<file path="config.mk">
export PLATFORM = sky130hd
export DESIGN_NAME = stage_mem_controller
export DESIGN_NICKNAME = d
export VERILOG_FILES = /design/src/rtl/stage_mem_controller.sv
export SDC_FILE = /design/constraint.sdc
export NUM_CORES = 1
export LEC_CHECK = 0
export ABC_AREA = 1
export CELL_PAD_IN_SITES_DETAIL_PLACEMENT = 0
export CELL_PAD_IN_SITES_GLOBAL_PLACEMENT = 1
export CORE_MARGIN = 2
export CORE_UTILIZATION = 34
export DETAILED_ROUTE_END_ITERATION = 7
export PLACE_DENSITY = 0.95
export SLEW_MARGIN = 20
export SYNTH_ARGS = -nofsm -noshare
export SYNTH_HDL_FRONTEND = slang
export SYNTH_SLANG_ARGS = --single-unit
</file>
<file path="constraint.sdc">
create_clock -name clock -period 3.09 [get_ports clock]
set_clock_uncertainty 0.1 [all_clocks]
set_input_delay 0.4635 -clock clock [delete_from_list [all_inputs] [get_ports clock]]
set_output_delay 0.4635 -clock clock [all_outputs]
set_load 0.01 [all_outputs]
</file>
<file path="src/rtl/stage_mem_controller.sv">
// MEM-stage sequencer: bus handshake, pipeline stall, load extension, write-back.
// Optional MEM_ALIGN_CHECK_EN rejects misaligned half/word accesses.
module stage_mem_controller #(
  parameter int unsigned TIMEOUT_CYCLES = 255
) (
  input  logic        clock,
  input  logic        reset,
  input  logic        mem_read,
  input  logic        mem_write,
  input  logic [1:0]  mem_size,
  input  logic        mem_unsigned,
  input  logic [31:0] mem_address,
  input  logic [31:0] mem_store_data,
  input  logic        register_write_enable_,
  input  logic [4:0]  register_write_address_,
  input  logic [31:0] register_write_data_,
  output logic        bus_request,
  output logic        bus_write,
  output logic [31:0] bus_address,
  output logic [3:0]  bus_byte_select,
  output logic [31:0] bus_write_data,
  input  logic [31:0] bus_read_data,
  input  logic        bus_ack,
  output logic        stall_request,
  output logic        bus_error,
  output logic        register_write_enable,
  output logic [4:0]  register_write_address,
  output logic [31:0] register_write_data
`ifdef MEM_ALIGN_CHECK_EN
  ,
  output logic        align_error
`endif
);

  typedef enum logic {IDLE, WAIT} state_t;

  state_t      state, state_d;
  logic [31:0] count, count_d;
  logic        l_write, l_write_d;
  logic [1:0]  l_size, l_size_d;
  logic        l_unsigned, l_unsigned_d;
  logic [1:0]  l_off, l_off_d;
  logic        l_wen, l_wen_d;
  logic [4:0]  l_waddr, l_waddr_d;

  logic        req_d, wr_d, err_d, wen_d;
  logic [31:0] addr_d, wdata_d, rdata_d;
  logic [3:0]  sel_d;
  logic [4:0]  waddr_d;

  logic        mem_op, misalign, issue, timeout_hit;
  logic [1:0]  off;
  logic [3:0]  sel_in;
  logic [31:0] store_in, load_data;
  logic [15:0] lane;

  assign mem_op = mem_read | mem_write;

`ifdef MEM_ALIGN_CHECK_EN
  logic align_d;
  assign misalign = (mem_size == 2'd1 && mem_address[0]) ||
                    (mem_size[1] && mem_address[1:0] != 2'b00);
`else
  assign misalign = 1'b0;
`endif

  assign issue = (state == IDLE) && mem_op && !misalign;
  assign timeout_hit = (TIMEOUT_CYCLES != 0) && !bus_ack &&
                       (count == TIMEOUT_CYCLES);
  assign stall_request = issue ||
                         (state == WAIT && !bus_ack && !timeout_hit);

  // Effective offset ignores address bits finer than the access size.
  always_comb begin
    off = 2'b00;
    sel_in = 4'b1111;
    store_in = mem_store_data;
    unique case (1'b1)
      mem_size == 2'd0: begin
        off = mem_address[1:0];
        sel_in = 4'b0001 << off;
        store_in = {4{mem_store_data[7:0]}};
      end
      mem_size == 2'd1: begin
        off = {mem_address[1], 1'b0};
        sel_in = 4'b0011 << off;
        store_in = {2{mem_store_data[15:0]}};
      end
      default: begin
        off = 2'b00;
        sel_in = 4'b1111;
        store_in = mem_store_data;
      end
    endcase
  end

  assign lane = 16'(bus_read_data >> {l_off, 3'b000});

  always_comb begin
    load_data = bus_read_data;
    unique case (1'b1)
      l_size == 2'd0:
        load_data = {{24{lane[7] & ~l_unsigned}}, lane[7:0]};
      l_size == 2'd1:
        load_data = {{16{lane[15] & ~l_unsigned}}, lane[15:0]};
      default:
        load_data = bus_read_data;
    endcase
  end

  always_comb begin
    state_d = state;
    count_d = count;
    l_write_d = l_write;
    l_size_d = l_size;
    l_unsigned_d = l_unsigned;
    l_off_d = l_off;
    l_wen_d = l_wen;
    l_waddr_d = l_waddr;
    req_d = bus_request;
    wr_d = bus_write;
    addr_d = bus_address;
    sel_d = bus_byte_select;
    wdata_d = bus_write_data;
    err_d = 1'b0;
    wen_d = register_write_enable;
    waddr_d = register_write_address;
    rdata_d = register_write_data;
`ifdef MEM_ALIGN_CHECK_EN
    align_d = 1'b0;
`endif
    unique case (state)
      IDLE: begin
        if (issue) begin
          state_d = WAIT;
          count_d = '0;
          l_write_d = mem_write;
          l_size_d = mem_size;
          l_unsigned_d = mem_unsigned;
          l_off_d = off;
          l_wen_d = register_write_enable_;
          l_waddr_d = register_write_address_;
          req_d = 1'b1;
          wr_d = mem_write;
          addr_d = {mem_address[31:2], 2'b00};
          sel_d = sel_in;
          wdata_d = store_in;
          wen_d = 1'b0;
        end else if (mem_op) begin
          wen_d = 1'b0;
`ifdef MEM_ALIGN_CHECK_EN
          align_d = 1'b1;
`endif
        end else begin
          wen_d = register_write_enable_;
          waddr_d = register_write_address_;
          rdata_d = register_write_data_;
        end
      end
      WAIT: begin
        if (bus_ack) begin
          state_d = IDLE;
          req_d = 1'b0;
          wr_d = 1'b0;
          wen_d = !l_write && l_wen;
          if (!l_write) begin
            waddr_d = l_waddr;
            rdata_d = load_data;
          end
        end else if (timeout_hit) begin
          state_d = IDLE;
          req_d = 1'b0;
          wr_d = 1'b0;
          err_d = 1'b1;
          wen_d = 1'b0;
        end else begin
          count_d = count + 32'd1;
        end
      end
      default: state_d = IDLE;
    endcase
  end

  always_ff @(posedge clock) begin
    if (!reset) begin
      state <= IDLE;
      count <= '0;
      l_write <= 1'b0;
      l_size <= '0;
      l_unsigned <= 1'b0;
      l_off <= '0;
      l_wen <= 1'b0;
      l_waddr <= '0;
      bus_request <= 1'b0;
      bus_write <= 1'b0;
      bus_address <= '0;
      bus_byte_select <= '0;
      bus_write_data <= '0;
      bus_error <= 1'b0;
      register_write_enable <= 1'b0;
      register_write_address <= '0;
      register_write_data <= '0;
`ifdef MEM_ALIGN_CHECK_EN
      align_error <= 1'b0;
`endif
    end else begin
      state <= state_d;
      count <= count_d;
      l_write <= l_write_d;
      l_size <= l_size_d;
      l_unsigned <= l_unsigned_d;
      l_off <= l_off_d;
      l_wen <= l_wen_d;
      l_waddr <= l_waddr_d;
      bus_request <= req_d;
      bus_write <= wr_d;
      bus_address <= addr_d;
      bus_byte_select <= sel_d;
      bus_write_data <= wdata_d;
      bus_error <= err_d;
      register_write_enable <= wen_d;
      register_write_address <= waddr_d;
      register_write_data <= rdata_d;
`ifdef MEM_ALIGN_CHECK_EN
      align_error <= align_d;
`endif
    end
  end

endmodule

</file>
==> qor.txt <==
Status - completed
Slew @ Worst Pin - 0.903 ns
Slew margin rel. - 39.8%
Post-CTS Setup Inserts - 0
Synth cell types - 37
Die Y - 153 um
Total of max-cap violations - 0
Vias in the first global route - 8065
Die area - 23500 um2
Post-synth top flop - dfxtp_1
Synth warn - 0
Cell count of the worst reg-to-reg path - 11
Initial core utilization - 34.7%
PwrDens - 507 nW/um2
Tmin final - 2.94 ns
Avg Cell Area, Syn - 6.68 um2
DR vias - 8476
Setup violations, final - 0
Antenna Cells - 0
Top cells by count, synth - nand2_1, nor2_1, dfxtp_1
Fill cell count - 2167
Worst vdd ir - 0.000387 V
WL/cell - 16.2 um
Area growth, synth to finish - 43.1%
TritonCTS Buffers - 17
Nets - 1494
Share of the yosys chip area belonging to registers - 40.2%
Critical path data arrival time - 2.38 ns
Global route total overflow - 0
Leakage Power - 3.96 nW
Worst hold path type - reg -> reg
Setup TNS - 0 ns
Nature of the critical path endpoint - output port
Min-Delay Path Depth - 2
Fraction of registers with async set or reset after synthesis - 0%
Layout cells sized above 1 - 5.21%
Met3 Track Usage GR - 6.24%
Final Hold Viols - 0
Core ar. - 21800 um2
First-pass GRT wire length - 42.8 mm
Crit Path Category - reg -> out
Root Driver - clkbuf_16
CTS tree - done
Vias/cell - 5.16
Critical Path RT - 2.53 ns
Post-synth top area cell - dfxtp_1
Initial antenna violation count - 0
IO Port Bufs - 249
Placed inst area - 10300 um2
Top cells by area, synth - dfxtp_1, nand2_1, nor2_1
Number of iterations in the first detailed-routing pass - 7
Initial DRC Count - 564
Number of synthesized flops with an enable pin - 0
CTS Hold Bufs - 0
Fin. max-slew vios - 0
# resized after CTS - 0
Pin count of the biggest net entering global routing - 100
DR DRC count - 0
Clock sinks - 152
Gr usage total - 22.4%
Detail Placement HPWL - 19.1 mm
Most instantiated library cell after synthesis - nand2_1
FF+latch count, synth - 152
Cells after synthesis - 1135
Crit. Startpoint - count[0]
Crit Path Max Fanout - 6
Post-DRT Antenna Nets - 0
Clk slew on worst S/H paths - 0.06 ns
Htree depth - 4
Worst reg2reg startpoint - count[0]
WL final - 26.6 mm
Clock Tree Buf Depth - 2
Fin util - 49.7%
IO Pins - 252
Chip width - 153 um
Grt met2 use - 36.1%
Routability cong. - 0.929
Post-Syn Area - 7580 um2
Met1 usage - 29.0%
RSZ-0062 raised after global routing - false
Period utilization - 95.2%
Top-area cell type share of the netlist area - 40.2%
Worst-skew pair later-pin latency - 0.43 ns
Maximum clock rate - 0.340 GHz
Final instance area - 10800 um2
Startpoint class of the critical path - flip-flop
Hold path start - bus_byte_select[1]
Cell row count - 54
Gr busiest metal - met2
worst max-delay path, cell delays in order, from the launching register on:
cell,delay (ns)
dfxtp_1,0.42
ha_1,0.28
inv_1,0.10
nor2_4,0.17
nand2_2,0.12
nor2_2,0.13
nand2_2,0.10
nand2_4,0.09
nand2_4,0.06
clkdlybuf4s50_1,0.47
kinds of logic after synthesis:
kind of cell	synth area share (%)
AOI/OAI and AO/OA	23.4
adders and majority gates	0.165
other	0.0495
DFF	40.2
buffers and inverters	7.38
xor gates and xnor gates	1.39
and+or+nand+nor	27.5
layout make-up:
cell class                 count  area [um2]  area share (%)
tap                          280         350            3.23
sequential                   152        3040            28.1
timing repair buffer         266        2640            24.3
inverter                      62         233            2.15
multi-input combinational    852        3990            36.8
clock buffer                  18         439            4.05
clock inverter                14         151            1.40
power breakdown:
group / leakage [nW] / internal, mW / switching [mW] / total [mW]
logic: 2.43 / 0.568 / 0.619 / 1.19
registers: 1.25 / 2.11 / 0.0837 / 2.20
clock network: 0.286 / 1.17 / 0.949 / 2.12
total: 3.96 / 3.85 / 1.65 / 5.50
flip-flops by register name, indices dropped and copies added (netlist names), 2 cells and up:
| name | count |
|---|---|
| register_write_data | 32 |
| bus_byte_select | 4 |
| register_write_address | 5 |
| l_off | 2 |
| bus_write_data | 32 |
| bus_address | 30 |
| l_size | 2 |
| count | 32 |
| l_waddr | 5 |
per-layer routing:
metal  wire length (um)  part of all wire (%)  vias up
met5                  0                     0        -
met4                574                   2.2        0
met3               2260                   8.5       44
met2              12200                    46      349
met1              11600                    44     3895
li1                   -                     -     4188
per-stage QoR:
step	worst slack [ns]	power [mW]	std cells	hold slack, ns
finish	0.150	5.50	1644	0.360
global route	0.00284	5.75	1644	0.377
CTS	0.123	5.55	1644	0.360
detailed placement	0.420	3.42	1612	0.344
global placement	0.445	3.42	1612	0.338
floorplan	1.04	2.79	1136	0.328
worst paths after layout:
check             slack [ns]                 end
setup / recovery        0.15       stall_request
hold / removal          0.36  bus_byte_select[1]
setup reg to reg        0.75           bus_write
hold reg to reg         0.36  bus_byte_select[1]
layout by cell type, fill, tap and decap left out, drive strengths merged:
| master | synthesis | routed |
|---|---|---|
| a211oi | 2 | 2 |
| a21oi | 119 | 119 |
| a221oi | 1 | 1 |
| a22o | 8 | 8 |
| a31oi | 8 | 8 |
| a32o | 2 | 2 |
| buf | 31 | 18 |
| bufinv | 0 | 1 |
| clkbuf | 39 | 18 |
| clkdlybuf4s50 | 0 | 248 |
| clkinv | 2 | 4 |
| clkinvlp | 0 | 2 |
| conb | 1 | 2 |
| dfxtp | 152 | 152 |
| ha | 1 | 1 |
| inv | 60 | 69 |
| nand2 | 247 | 247 |
| nand3 | 59 | 59 |
| nand4 | 4 | 4 |
| nor2 | 200 | 200 |
| nor3b | 2 | 2 |
| nor4 | 1 | 1 |
| o211ai | 14 | 14 |
| o21ai | 140 | 140 |
| o21bai | 16 | 16 |
| o22ai | 8 | 8 |
| o31ai | 5 | 5 |
| or2 | 1 | 1 |
| xnor2 | 9 | 9 |
| xor2 | 3 | 3 |
(Power assumes the default switching activity.)
